$ cat src/rtl/simple_bus_arbiter_if.sv
// Requester-side and simple-bus-side signals of the round-robin bus arbiter.
// The arbiter connects through the master modport; the requesters and slave use the slave modport.
interface simple_bus_arbiter_if #(
    parameter int NUM_REQ    = 2,
    parameter int ADDR_WIDTH = 6,
    parameter int DATA_WIDTH = 32
);
    logic [NUM_REQ-1:0]            req;
    logic [NUM_REQ-1:0]            req_we;
    logic [NUM_REQ*ADDR_WIDTH-1:0] req_addr;
    logic [NUM_REQ*DATA_WIDTH-1:0] req_wdata;
    logic [NUM_REQ-1:0]            gnt;
    logic [NUM_REQ-1:0]            done;
    logic [NUM_REQ-1:0]            rvalid;
    logic [DATA_WIDTH-1:0]         rdata;
    logic                          busy;
    logic [ADDR_WIDTH-1:0]         wrAddr;
    logic [DATA_WIDTH-1:0]         wrData;
    logic                          wr;
    logic [ADDR_WIDTH-1:0]         rdAddr;
    logic [DATA_WIDTH-1:0]         rdData;
    logic                          rd;

    modport master (
        input  req, req_we, req_addr, req_wdata, rdData,
        output gnt, done, rvalid, rdata, busy, wrAddr, wrData, wr, rdAddr, rd
    );

    modport slave (
        output req, req_we, req_addr, req_wdata, rdData,
        input  gnt, done, rvalid, rdata, busy, wrAddr, wrData, wr, rdAddr, rd
    );
endinterface

$ cat src/rtl/simple_bus_arbiter.sv
// Round-robin arbiter serialising NUM_REQ requesters onto one simple-bus slave port.
//  state     | meaning
//  ST_IDLE   | pick next requester after the last grant, pulse gnt, latch its transaction
//  ST_ISSUE  | drive latched address/data; one-cycle wr (with done) or rd strobe
//  ST_RDWAIT | slave read data valid; captured into rdata, rvalid follows in next IDLE
module simple_bus_arbiter #(
    parameter int NUM_REQ    = 2,
    parameter int ADDR_WIDTH = 6,
    parameter int DATA_WIDTH = 32
) (
    input  logic                 S_AXI_ACLK,
    input  logic                 S_AXI_ARESETN,
    simple_bus_arbiter_if.master bus
);
    localparam int                 IDX_W = (NUM_REQ > 1) ? $clog2(NUM_REQ) : 1;
    localparam logic [NUM_REQ-1:0] ONE   = NUM_REQ'(1);
    localparam logic [IDX_W-1:0]   LAST  = IDX_W'(NUM_REQ - 1);

    typedef enum logic [1:0] {
        ST_IDLE   = 2'd0,
        ST_ISSUE  = 2'd1,
        ST_RDWAIT = 2'd2
    } state_t;

    state_t                r_state;
    state_t                w_next;
    logic [IDX_W-1:0]      r_ptr;
    logic [IDX_W-1:0]      r_owner;
    logic                  r_we;
    logic [ADDR_WIDTH-1:0] r_addr;
    logic [DATA_WIDTH-1:0] r_wdata;
    logic [DATA_WIDTH-1:0] r_rdata;
    logic                  r_rvalid_pend;

    logic                  w_any;
    logic [IDX_W-1:0]      w_winner;
    logic                  w_grant;
    logic                  w_sel_we;
    logic [ADDR_WIDTH-1:0] w_sel_addr;
    logic [DATA_WIDTH-1:0] w_sel_wdata;

    // Later iterations overwrite earlier ones, so the candidate nearest after r_ptr wins.
    always_comb begin
        w_any    = 1'b0;
        w_winner = '0;
        for (int k = NUM_REQ; k >= 1; k--) begin
            if (bus.req[(int'(r_ptr) + k) % NUM_REQ]) begin
                w_any    = 1'b1;
                w_winner = IDX_W'((int'(r_ptr) + k) % NUM_REQ);
            end
        end
    end

    always_comb begin
        w_sel_we    = 1'b0;
        w_sel_addr  = '0;
        w_sel_wdata = '0;
        for (int i = 0; i < NUM_REQ; i++) begin
            if (w_winner == IDX_W'(i)) begin
                w_sel_we    = bus.req_we[i];
                w_sel_addr  = bus.req_addr[i*ADDR_WIDTH +: ADDR_WIDTH];
                w_sel_wdata = bus.req_wdata[i*DATA_WIDTH +: DATA_WIDTH];
            end
        end
    end

    // gnt is combinational, so gate it with reset to keep it quiet while reset is held.
    assign w_grant = (r_state == ST_IDLE) && w_any && S_AXI_ARESETN;

    always_ff @(posedge S_AXI_ACLK or negedge S_AXI_ARESETN) begin
        if (!S_AXI_ARESETN) r_state <= ST_IDLE;
        else                r_state <= w_next;
    end

    always_comb begin
        w_next = ST_IDLE;
        case (r_state)
            ST_IDLE:   w_next = w_any ? ST_ISSUE : ST_IDLE;
            ST_ISSUE:  w_next = r_we ? ST_IDLE : ST_RDWAIT;
            ST_RDWAIT: w_next = ST_IDLE;
            default:   w_next = ST_IDLE;
        endcase
    end

    always_ff @(posedge S_AXI_ACLK or negedge S_AXI_ARESETN) begin
        if (!S_AXI_ARESETN) begin
            r_ptr         <= LAST;
            r_owner       <= '0;
            r_we          <= 1'b0;
            r_addr        <= '0;
            r_wdata       <= '0;
            r_rdata       <= '0;
            r_rvalid_pend <= 1'b0;
        end else begin
            if (w_grant) begin
                r_ptr   <= w_winner;
                r_owner <= w_winner;
                r_we    <= w_sel_we;
                r_addr  <= w_sel_addr;
                r_wdata <= w_sel_wdata;
            end
            if (r_state == ST_RDWAIT) r_rdata <= bus.rdData;
            r_rvalid_pend <= (r_state == ST_RDWAIT);
        end
    end

    always_comb begin
        bus.gnt    = '0;
        bus.done   = '0;
        bus.rvalid = '0;
        bus.wr     = 1'b0;
        bus.rd     = 1'b0;
        bus.wrAddr = '0;
        bus.rdAddr = '0;
        bus.wrData = '0;
        bus.busy   = (r_state != ST_IDLE);
        bus.rdata  = r_rdata;
        if (w_grant) bus.gnt = ONE << w_winner;
        if (r_rvalid_pend) bus.rvalid = ONE << r_owner;
        if (r_state == ST_ISSUE) begin
            bus.wrAddr = r_addr;
            bus.rdAddr = r_addr;
            bus.wrData = r_wdata;
            bus.wr     = r_we;
            bus.rd     = !r_we;
            if (r_we) bus.done = ONE << r_owner;
        end
    end
endmodule

$ cat src/flat_wrapper.sv
// flat-port wrapper written by rule: the top's interface ports become plain ports
module simple_bus_arbiter_flat 
#(
    parameter int NUM_REQ    = 2,
    parameter int ADDR_WIDTH = 6,
    parameter int DATA_WIDTH = 32
)
  (S_AXI_ACLK, S_AXI_ARESETN, bus_req, bus_req_we, bus_req_addr, bus_req_wdata, bus_rdData, bus_gnt, bus_done, bus_rvalid, bus_rdata, bus_busy, bus_wrAddr, bus_wrData, bus_wr, bus_rdAddr, bus_rd);
  simple_bus_arbiter_if #(.NUM_REQ(NUM_REQ), .ADDR_WIDTH(ADDR_WIDTH), .DATA_WIDTH(DATA_WIDTH)) bus_i ();
  input  logic S_AXI_ACLK;
  input  logic S_AXI_ARESETN;
  input wire logic [$bits(bus_i.req)-1:0] bus_req;
  input wire logic [$bits(bus_i.req_we)-1:0] bus_req_we;
  input wire logic [$bits(bus_i.req_addr)-1:0] bus_req_addr;
  input wire logic [$bits(bus_i.req_wdata)-1:0] bus_req_wdata;
  input wire logic [$bits(bus_i.rdData)-1:0] bus_rdData;
  output wire logic [$bits(bus_i.gnt)-1:0] bus_gnt;
  output wire logic [$bits(bus_i.done)-1:0] bus_done;
  output wire logic [$bits(bus_i.rvalid)-1:0] bus_rvalid;
  output wire logic [$bits(bus_i.rdata)-1:0] bus_rdata;
  output wire logic [$bits(bus_i.busy)-1:0] bus_busy;
  output wire logic [$bits(bus_i.wrAddr)-1:0] bus_wrAddr;
  output wire logic [$bits(bus_i.wrData)-1:0] bus_wrData;
  output wire logic [$bits(bus_i.wr)-1:0] bus_wr;
  output wire logic [$bits(bus_i.rdAddr)-1:0] bus_rdAddr;
  output wire logic [$bits(bus_i.rd)-1:0] bus_rd;
  assign bus_i.req = bus_req;
  assign bus_i.req_we = bus_req_we;
  assign bus_i.req_addr = bus_req_addr;
  assign bus_i.req_wdata = bus_req_wdata;
  assign bus_i.rdData = bus_rdData;
  assign bus_gnt = bus_i.gnt;
  assign bus_done = bus_i.done;
  assign bus_rvalid = bus_i.rvalid;
  assign bus_rdata = bus_i.rdata;
  assign bus_busy = bus_i.busy;
  assign bus_wrAddr = bus_i.wrAddr;
  assign bus_wrData = bus_i.wrData;
  assign bus_wr = bus_i.wr;
  assign bus_rdAddr = bus_i.rdAddr;
  assign bus_rd = bus_i.rd;
  simple_bus_arbiter #(.NUM_REQ(NUM_REQ), .ADDR_WIDTH(ADDR_WIDTH), .DATA_WIDTH(DATA_WIDTH)) u_core (.S_AXI_ACLK(S_AXI_ACLK), .S_AXI_ARESETN(S_AXI_ARESETN), .bus(bus_i));
endmodule
$ cat config.mk
export PLATFORM = sky130hd
export DESIGN_NAME = simple_bus_arbiter_flat
export DESIGN_NICKNAME = d
export VERILOG_FILES = /design/src/rtl/simple_bus_arbiter_if.sv /design/src/rtl/simple_bus_arbiter.sv /design/src/flat_wrapper.sv
export SDC_FILE = /design/constraint.sdc
export NUM_CORES = 1
export LEC_CHECK = 0
export BUFFER_PORTS_ARGS = -buffer_cell sky130_fd_sc_hd__buf_2
export CORE_MARGIN = 4
export CORE_UTILIZATION = 48
export CTS_BUF_LIST = sky130_fd_sc_hd__clkbuf_16
export DETAILED_ROUTE_END_ITERATION = 12
export PLACE_DENSITY = 0.89
export SLEW_MARGIN = 10
export SYNTH_ARGS = -nofsm -noshare
export SYNTH_HDL_FRONTEND = slang
export SYNTH_SLANG_ARGS = --single-unit
$ cat constraint.sdc
create_clock -name S_AXI_ACLK -period 2.75 [get_ports S_AXI_ACLK]
set_input_delay 0.1375 -clock S_AXI_ACLK [delete_from_list [all_inputs] [get_ports S_AXI_ACLK]]
set_output_delay 0.1375 -clock S_AXI_ACLK [all_outputs]
set_load 0.02 [all_outputs]
# --- After elaboration in Yosys (flattened, before gate mapping) ---
# Cells that the tools add are included.
word_totals:
  in_bits: 114
  ff_bits: 76
  wordCells: 47
  out_inout_bits: 85
op_classes:
  addsub: 2
  muxes: 24
  n_reduce_logical: 5
  shifts: 2
  n_eq_ne: 2
  magnitude_cmp: 2
  bitwise_logic: 2
op_table:
  columns: ["op", "n"]
  rows:
  - ["two-way mux 32 bit", 2]
  - ["two-way mux 1 bit", 14]
  - ["two-way mux 6 bit", 2]
  - ["two-way mux 2 bit", 5]
  - ["< comparator 2 x 3 -> 1 bit (second input constant)", 2]
  - ["case mux 2 bit (2 select lines)", 1]
  - ["<< shifter 1 x 1 -> 2 bit (first input constant)", 2]
  - ["adder 1 bit (second input constant)", 2]
  - ["bitwise AND 1 bit (first input constant)", 2]
  - ["== test 2 x 1 -> 1 bit (second input constant)", 1]
  - ["== test 2 bit (second input constant)", 1]
  - ["logical AND 1 bit", 2]
  - ["zero test 2 bit", 1]
  - ["nonzero test 2 bit", 1]
  - ["zero test 1 bit", 1]

# --- Depth between registers and ports, before layout ---
# Gate-level depths: netlist (run 1).
logic_depth:
  depth_word: 10
  depth_mapped: 6
  depth_no_buf: 3

# --- Worst setup path after synthesis (run 1) ---
# No wires, ideal clock.
synth_timing:
  path_kind: "register to register"
  start: "reg u_core.r_state[1]"
  end: "reg u_core.r_owner"
  path_slack_ns: 0.844
  n_path_buf: 2
  t_arrival_ns: 1.743
  period_less_slack_ns: 1.906
  path_stages_with_launch: 6
  setup_ns: 0.164
  required_ns: 2.586
  cell_sequence: "dfrtp_1 -> or3b_1 -> buf_2 -> buf_2 -> nor3b_1 -> a21oi_1"
synth_between:
  elab_chain_cells: 3
synth_rtl:
  columns: ["element", "line", "source"]
  rows:
  - ["start, declared", "simple_bus_arbiter.sv:25", "state_t r_state;"]
  - ["start signal, assigned", "simple_bus_arbiter.sv:72", "else r_state <= w_next;"]
  - ["zero test 2 bit", "simple_bus_arbiter.sv:68", "assign w_grant = (r_state == ST_IDLE) && w_any && S_AXI_ARESETN;"]
  - ["logical AND 1 bit (2 in a row)", "simple_bus_arbiter.sv:68", null]
  - ["end signal, assigned", "simple_bus_arbiter.sv:97", "r_owner <= w_winner;"]
  - ["end, declared", "simple_bus_arbiter.sv:28", "logic [IDX_W-1:0] r_owner;"]
# No other way between the ends.
# A chain may end at the register's enable or synchronous reset.

# --- Worst setup path after layout (run 1) ---
layout_timing:
  start: "reg u_core.r_state[1]"
  end: "out bus_gnt[0]"
layout_between:
  elab_chain_cells: 4
layout_rtl:
  columns: ["element", "line", "source"]
  rows:
  - ["zero test 2 bit", "simple_bus_arbiter.sv:68", null]
  - ["logical AND 1 bit (2 in a row)", "simple_bus_arbiter.sv:68", null]
  - ["two-way mux 2 bit", "simple_bus_arbiter.sv:118", "if (w_grant) bus.gnt = ONE << w_winner;"]
  - ["end, declared", "flat_wrapper.sv:17", "output wire logic [$bits(bus_i.gnt)-1:0] bus_gnt;"]
# No other way between the ends.

==> results of run 1 <==
[flip-flops by register name, summed over array words and instances (netlist names)]
| register | flops |
|---|---|
| u_core.r_addr | 6 |
| u_core.r_wdata | 32 |
| u_core.r_rvalid_pend | 1 |
| u_core.r_state | 2 |
| u_core.bus.rdata | 32 |
| u_core.r_owner | 1 |
| u_core.r_ptr | 1 |
| u_core.r_we | 1 |
[path summary, 6_finish.rpt]
| path | startpoint | end | slack, ns |
|---|---|---|---|
| max in group asynchronous | S_AXI_ARESETN | u_core.r_addr[3]$_DFFE_PN0P_ | 2.05 |
| min in group asynchronous | S_AXI_ARESETN | u_core.r_wdata[15]$_DFFE_PN0P_ | 0.06 |
| max reg2reg | u_core.r_state[1]$_DFF_PN0_ | u_core.r_wdata[9]$_DFFE_PN0P_ | 0.90 |
| min reg2reg | u_core.bus.rdata[23]$_DFFE_PN0P_ | u_core.bus.rdata[23]$_DFFE_PN0P_ | 0.50 |
| max | u_core.r_state[1]$_DFF_PN0_ | bus_gnt[0] | 0.52 |
| min | bus_rdData[11] | u_core.bus.rdata[11]$_DFFE_PN0P_ | 0.05 |
[through the flow]
stage | area, um2 | std cells
2_1_floorplan | 3610 | 323
3_3_place_gp | 4580 | 591
3_5_place_dp | 4580 | 591
4_1_cts | 4840 | 607
5_1_grt | 4840 | 607
6_report | 4840 | 607
[critical path, delay by kind of cell (launching register included)]
| kind | cells | cell delay (ns) |
|---|---|---|
| simple gates | 2 | 0.85 |
| flops | 1 | 0.39 |
| buf+inv | 2 | 0.54 |
[area by class of cell]
class	count	share of cell area (%)
Multi-Input combinational cell	206	30.3
Sequential cell	76	39.3
Timing Repair Buffer	206	22.0
Clock inverter	7	0.750
Inverter	4	0.310
Tap cell	99	2.56
Clock buffer	9	4.66
[where the power goes]
group	switching, mW	total [mW]	internal [mW]	leakage [nW]
Clock	0.429	1.03	0.599	0.136
Combinational	1.54	2.68	1.14	1.45
Sequential	0.315	1.99	1.68	0.924
[logic make-up after synthesis]
| kind of cell | share of synthesized area [%] |
|---|---|
| muxes | 9.98 |
| AOI/OAI and AO/OA | 11.6 |
| buffers and inverters | 6.96 |
| DFF | 52.7 |
| and+or+nand+nor | 18.7 |
[Yosys cell counts (4+ instances only)]
cell,number,area (um2)
dfrtp_1,75,1880
nand2_1,40,150
a221o_1,39,390
and2_1,39,244
nor3_1,39,195
mux2_2,32,360
clkbuf_1,16,60.1
buf_6,9,101
buf_2,6,30.0
buf_4,6,45.0
nor2b_1,5,31.3
inv_1,4,15.0
nor2_1,4,15.0
[layer usage]
metal	part of all wire (%)	up-vias	wire length [um]	track usage, %
met3	7.1	8	727	4.22
met2	54	147	5520	40.3
met5	0	-	0	0
met4	0.90	0	93	7.57
met1	38	1571	3950	27.6
li1	-	1497	-	-
==> flow_summary.ini, run 1 <==
[outcome]
status = complete, no violations

[setup_path]
worst_ep_arrival_time_ns = 2.10
cp_max_fo = 40
crit_path_end_kind = output pin
cpPeakStageDelay_ns = 0.45
cp-start-kind = flop
reg2reg_depth = 4
cp_cell_sequence = or3b_1 > buf_4 > nor3b_1 > buf_2
slowest_stage = or3b_1
crit_required_ns = 2.61
crit_type = flop to output pin

[clock_tree]
path_clk_slew_ns = 0.06
clockBufferDepth = 2
insertion_delay_ns = 0.32
cts-root-buf = clkbuf_16
post_cts_buffers = 0
hold_buffers = 0
cts_tree = built
cts_resized = 0
htree_levels = 3
cts_num_sinks = 76
cts_made_buffers = 9

[layout]
fill_cells = 608
area_growth_pct = 33.9
layout-drive-gt1-share_pct = 50.8
final_common_cell = buf_2
mostFrequentLayoutCells = 197 x buf_2, 75 x dfrtp_1, 40 x nand2_1
nNetsFinal = 617
seq_area_um2 = 1900
fin_util_pct = 66.3
diodes = 0
multi_input_area_um2 = 1470

[worst_hold_path]
min_path_type = input pin to flop
worstHoldPathCells = 2

[logic_synthesis]
synthFlopType = dfrtp_1
yosysSeqAreaShare_pct = 52.7
synth.distinct_cells = 20
ys_ff_latch = 76
synth_cells = 323
synth_edf_count = 0
ys_warn_count = 0
synthArstFlopShare_pct = 100
synth_nets = 437
syn_area_um2 = 3610
avgSynthCellArea_um2 = 11.2

[floorplanning]
io_pins = 199
fp.dieArea_um2 = 8980
core_area_um2 = 7290
start_util_pct = 49.5
die_w_um = 94.8
fp.dieH_um = 94.8
core.rowCount = 31

[power_and_ir_drop]
p_per_area_nw_per_um2 = 1180
p_leak_nw = 2.51
finalPower_mw = 5.70
ir_drop_v = 0.000663

[routing]
via_per_inst = 5.31
dr.first_iter.drc_count = 172
wl_per_cell_um = 17.0
totalWireLength_um = 10300
route.vias.total = 3223
drc = 0
ant_nets = 0
dr.pass1.iters = 5

[sta]
drv_slew = 0
slew_headroom_pct = 36.7
timing.final.hold_violations = 0
timing.final.ws_setup_ns = 0.516
post-route-min-period_ns = 2.23
worstMarginPinSlew_ns = 0.950
setup_viol = 0
rsz0062_at_grt = no
tns_ns = 0
timing.hold.ws_ns = 0.0454
finClkSkew_ns = 0.00831
fin_crit_sh_pct = 81.2
max_freq_ghz = 0.448

[run]
cap_violations = 0

[global_route]
grt_max_degree = 77
grt_overflow = 0
grt_pass1_vias = 3270
grt_pass1_wl_um = 15900
grt_usage_pct = 22.7
antenna_found_initial = 0

[placement]
place_ws_ns = 0.874
routabilityCongestion = 0.825
dp_hpwl_um = 7640
io_buffers = 198
Note: power is estimated with default switching activity, not from simulation.
==> run 2: changes to the inputs <==
--- a/config.mk
+++ b/config.mk
@@ -7,10 +7,10 @@
 export LEC_CHECK = 0
 export BUFFER_PORTS_ARGS = -buffer_cell sky130_fd_sc_hd__buf_2
 export CORE_MARGIN = 4
-export CORE_UTILIZATION = 48
+export CORE_UTILIZATION = 45
 export CTS_BUF_LIST = sky130_fd_sc_hd__clkbuf_16
 export DETAILED_ROUTE_END_ITERATION = 12
-export PLACE_DENSITY = 0.89
+export PLACE_DENSITY = 0.85
 export SLEW_MARGIN = 10
 export SYNTH_ARGS = -nofsm -noshare
 export SYNTH_HDL_FRONTEND = slang
==> constraint.sdc (replaced) <==
create_clock -name S_AXI_ACLK -period 2.06 [get_ports S_AXI_ACLK]
set_input_delay 0.103 -clock S_AXI_ACLK [delete_from_list [all_inputs] [get_ports S_AXI_ACLK]]
set_output_delay 0.103 -clock S_AXI_ACLK [all_outputs]
set_load 0.02 [all_outputs]
==> run 2 against run 1 <==
Net effect:
- hold slack got worse by 0.041 ns
- sequential share of layout area decreased by 1.5 points
- count of clock-buffer cells in the layout unchanged
- clock power grew 65%
- critical path depth did not move
- combinational power is 35% higher
- clock skew about the same
- setup slack worse by 0.39 ns
- flip-flop and latch count stayed put
- via count up 1.9%
- wire length is 1.7% higher
==> flow_summary.ini, run 2 (synthesis gave the netlist of run 1 again) <==
[outcome]
status = complete, no violations

[layout]
design_area_um2 = 5030
fin_util_pct = 64.8
seq_area_um2 = 1900
fill_cells = 641
area_growth_pct = 39.4
layout-drive-gt1-share_pct = 50.2
nNetsFinal = 631
diodes = 0
final_common_cell = buf_2
mostFrequentLayoutCells = 197 x buf_2, 75 x dfrtp_1, 40 x nand2_1
multi_input_area_um2 = 1480

[setup_path]
reg2reg_depth = 4
cpPeakStageDelay_ns = 0.49
worst_r2r_endpoint = u_core.r_wdata[2]$_DFFE_PN0P_
crit_type = flop to output pin
crit_buf_inv = 2
slowest_stage = or3b_4
cp_cell_sequence = or3b_4 > a211oi_4 > buf_4 > buf_2
crit_family = simple AND/OR/NAND/NOR gates
worst_ep_arrival_time_ns = 1.83
cp-start-kind = flop
crit_path_end_kind = output pin
crit_required_ns = 1.96
r2r-start = u_core.r_state[1]$_DFF_PN0_
r2r_slack_ns = 0.28
cp_max_fo = 11

[clock_tree]
post_cts_buffers = 0
clockBufferDepth = 2
cts-root-buf = clkbuf_16
path_clk_slew_ns = 0.07
insertion_delay_ns = 0.33
cts_made_buffers = 9
cts_tree = built
htree_levels = 3
cts_num_sinks = 76

[floorplanning]
fp.dieArea_um2 = 9520
core_area_um2 = 7770
fp.dieH_um = 97.6
io_pins = 199
die_w_um = 97.6
core.rowCount = 32
start_util_pct = 46.5

[routing]
via_per_inst = 5.26
dr.pass1.iters = 4
totalWireLength_um = 10500
wl_per_cell_um = 16.8
drc = 0
route.vias.total = 3283
dr.first_iter.drc_count = 201
ant_nets = 0

[sta]
worstMarginPinSlew_ns = 0.943
timing.final.hold_violations = 0
post-route-min-period_ns = 1.94
setup_viol = 0
tns_ns = 0
slew_headroom_pct = 37.1
max_freq_ghz = 0.517
timing.hold.ws_ns = 0.00416
rsz0062_at_grt = no
fin_crit_sh_pct = 93.9
timing.final.ws_setup_ns = 0.125
drv_slew = 0
finClkSkew_ns = 0.00818

[placement]
place_ws_ns = 0.170
io_buffers = 198
routabilityCongestion = 0.815
dp_hpwl_um = 7680
dpl_cell_area_um2 = 4580

[run]
cap_violations = 0

[power_and_ir_drop]
ir_drop_v = 0.000793
p_per_area_nw_per_um2 = 1580
p_leak_nw = 2.59

[worst_hold_path]
hold_start = bus_rdData[25]
hold_end = u_core.bus.rdata[25]$_DFFE_PN0P_
worstHoldPathCells = 2
min_path_type = input pin to flop

[global_route]
grt_pass1_vias = 3454
antenna_found_initial = 0
grt_overflow = 0
grt_usage_pct = 21.9
grt_max_degree = 77
grt_pass1_wl_um = 17000
## run 2: changes by cell type in the layout (fill, tap and decap cells not counted), sizes merged
cell / before / now
dlygate4sd3: 0 / 12
bufinv: 0 / 2
clkinv: 5 / 3
buf: 206 / 208
## run 2: worst max path at each step
stage | startpoint | end | slack, ns | cells past startpoint
2_1_floorplan | u_core.r_state[1]$_DFF_PN0_ | u_core.r_owner$_DFFE_PN0P_ | 0.15 | 5
3_3_place_gp | u_core.r_state[1]$_DFF_PN0_ | u_core.r_wdata[30]$_DFFE_PN0P_ | 0.24 | 4
3_5_place_dp | u_core.r_state[1]$_DFF_PN0_ | u_core.r_wdata[18]$_DFFE_PN0P_ | 0.17 | 4
4_1_cts | u_core.r_state[1]$_DFF_PN0_ | bus_gnt[1] | 0.11 | 4
5_1_grt | u_core.r_state[1]$_DFF_PN0_ | bus_gnt[1] | 0.07 | 4
6_report | u_core.r_state[1]$_DFF_PN0_ | bus_gnt[1] | 0.12 | 4
## run 2: worst reg2reg max path: stages (launching register included)
cell and delay [ns]:
dfrtp_1 0.40, or3b_4 0.49, a211oi_4 0.24, buf_4 0.35
a221o_1 0.23
## run 2: power breakdown
group          internal [mW]  total, mW  switching [mW]
sequential              2.24       2.65           0.415
combinational           1.55       3.61            2.06
clock                   1.07       1.70           0.633
## run 2: final cells by class
| type | count | area share, % |
|---|---|---|
| inverters | 4 | 0.298 |
| flip-flops and latches | 76 | 37.8 |
| multi-input cells | 206 | 29.3 |
| well taps | 102 | 2.53 |
| clock buffers | 9 | 4.47 |
| repair buffers | 220 | 23.6 |
| clock inverters | 7 | 1.99 |
## run 2: routing by layer
layer | share of wire [%] | GRT usage (%) | vias to the layer above
met5 | 0 | 0 | -
met4 | 3.3 | 10.4 | 0
met3 | 6.9 | 3.88 | 33
met2 | 52 | 37.9 | 169
met1 | 38 | 26.4 | 1550
li1 | - | - | 1531
## run 2: timing repair
action / 4_1_cts / 5_1_grt
endpoints found under the hold margin: 11 / 1
resized for setup: 2 / 0
endpoints found under the setup margin: 2 / 0
hold buffers: 11 / 1
## run 2: through the flow
step	power, mW	cells
global placement	6.13	596
floorplan	5.15	323
CTS	8.03	623
detailed placement	6.29	596
global route	8.44	624
finish	7.97	624
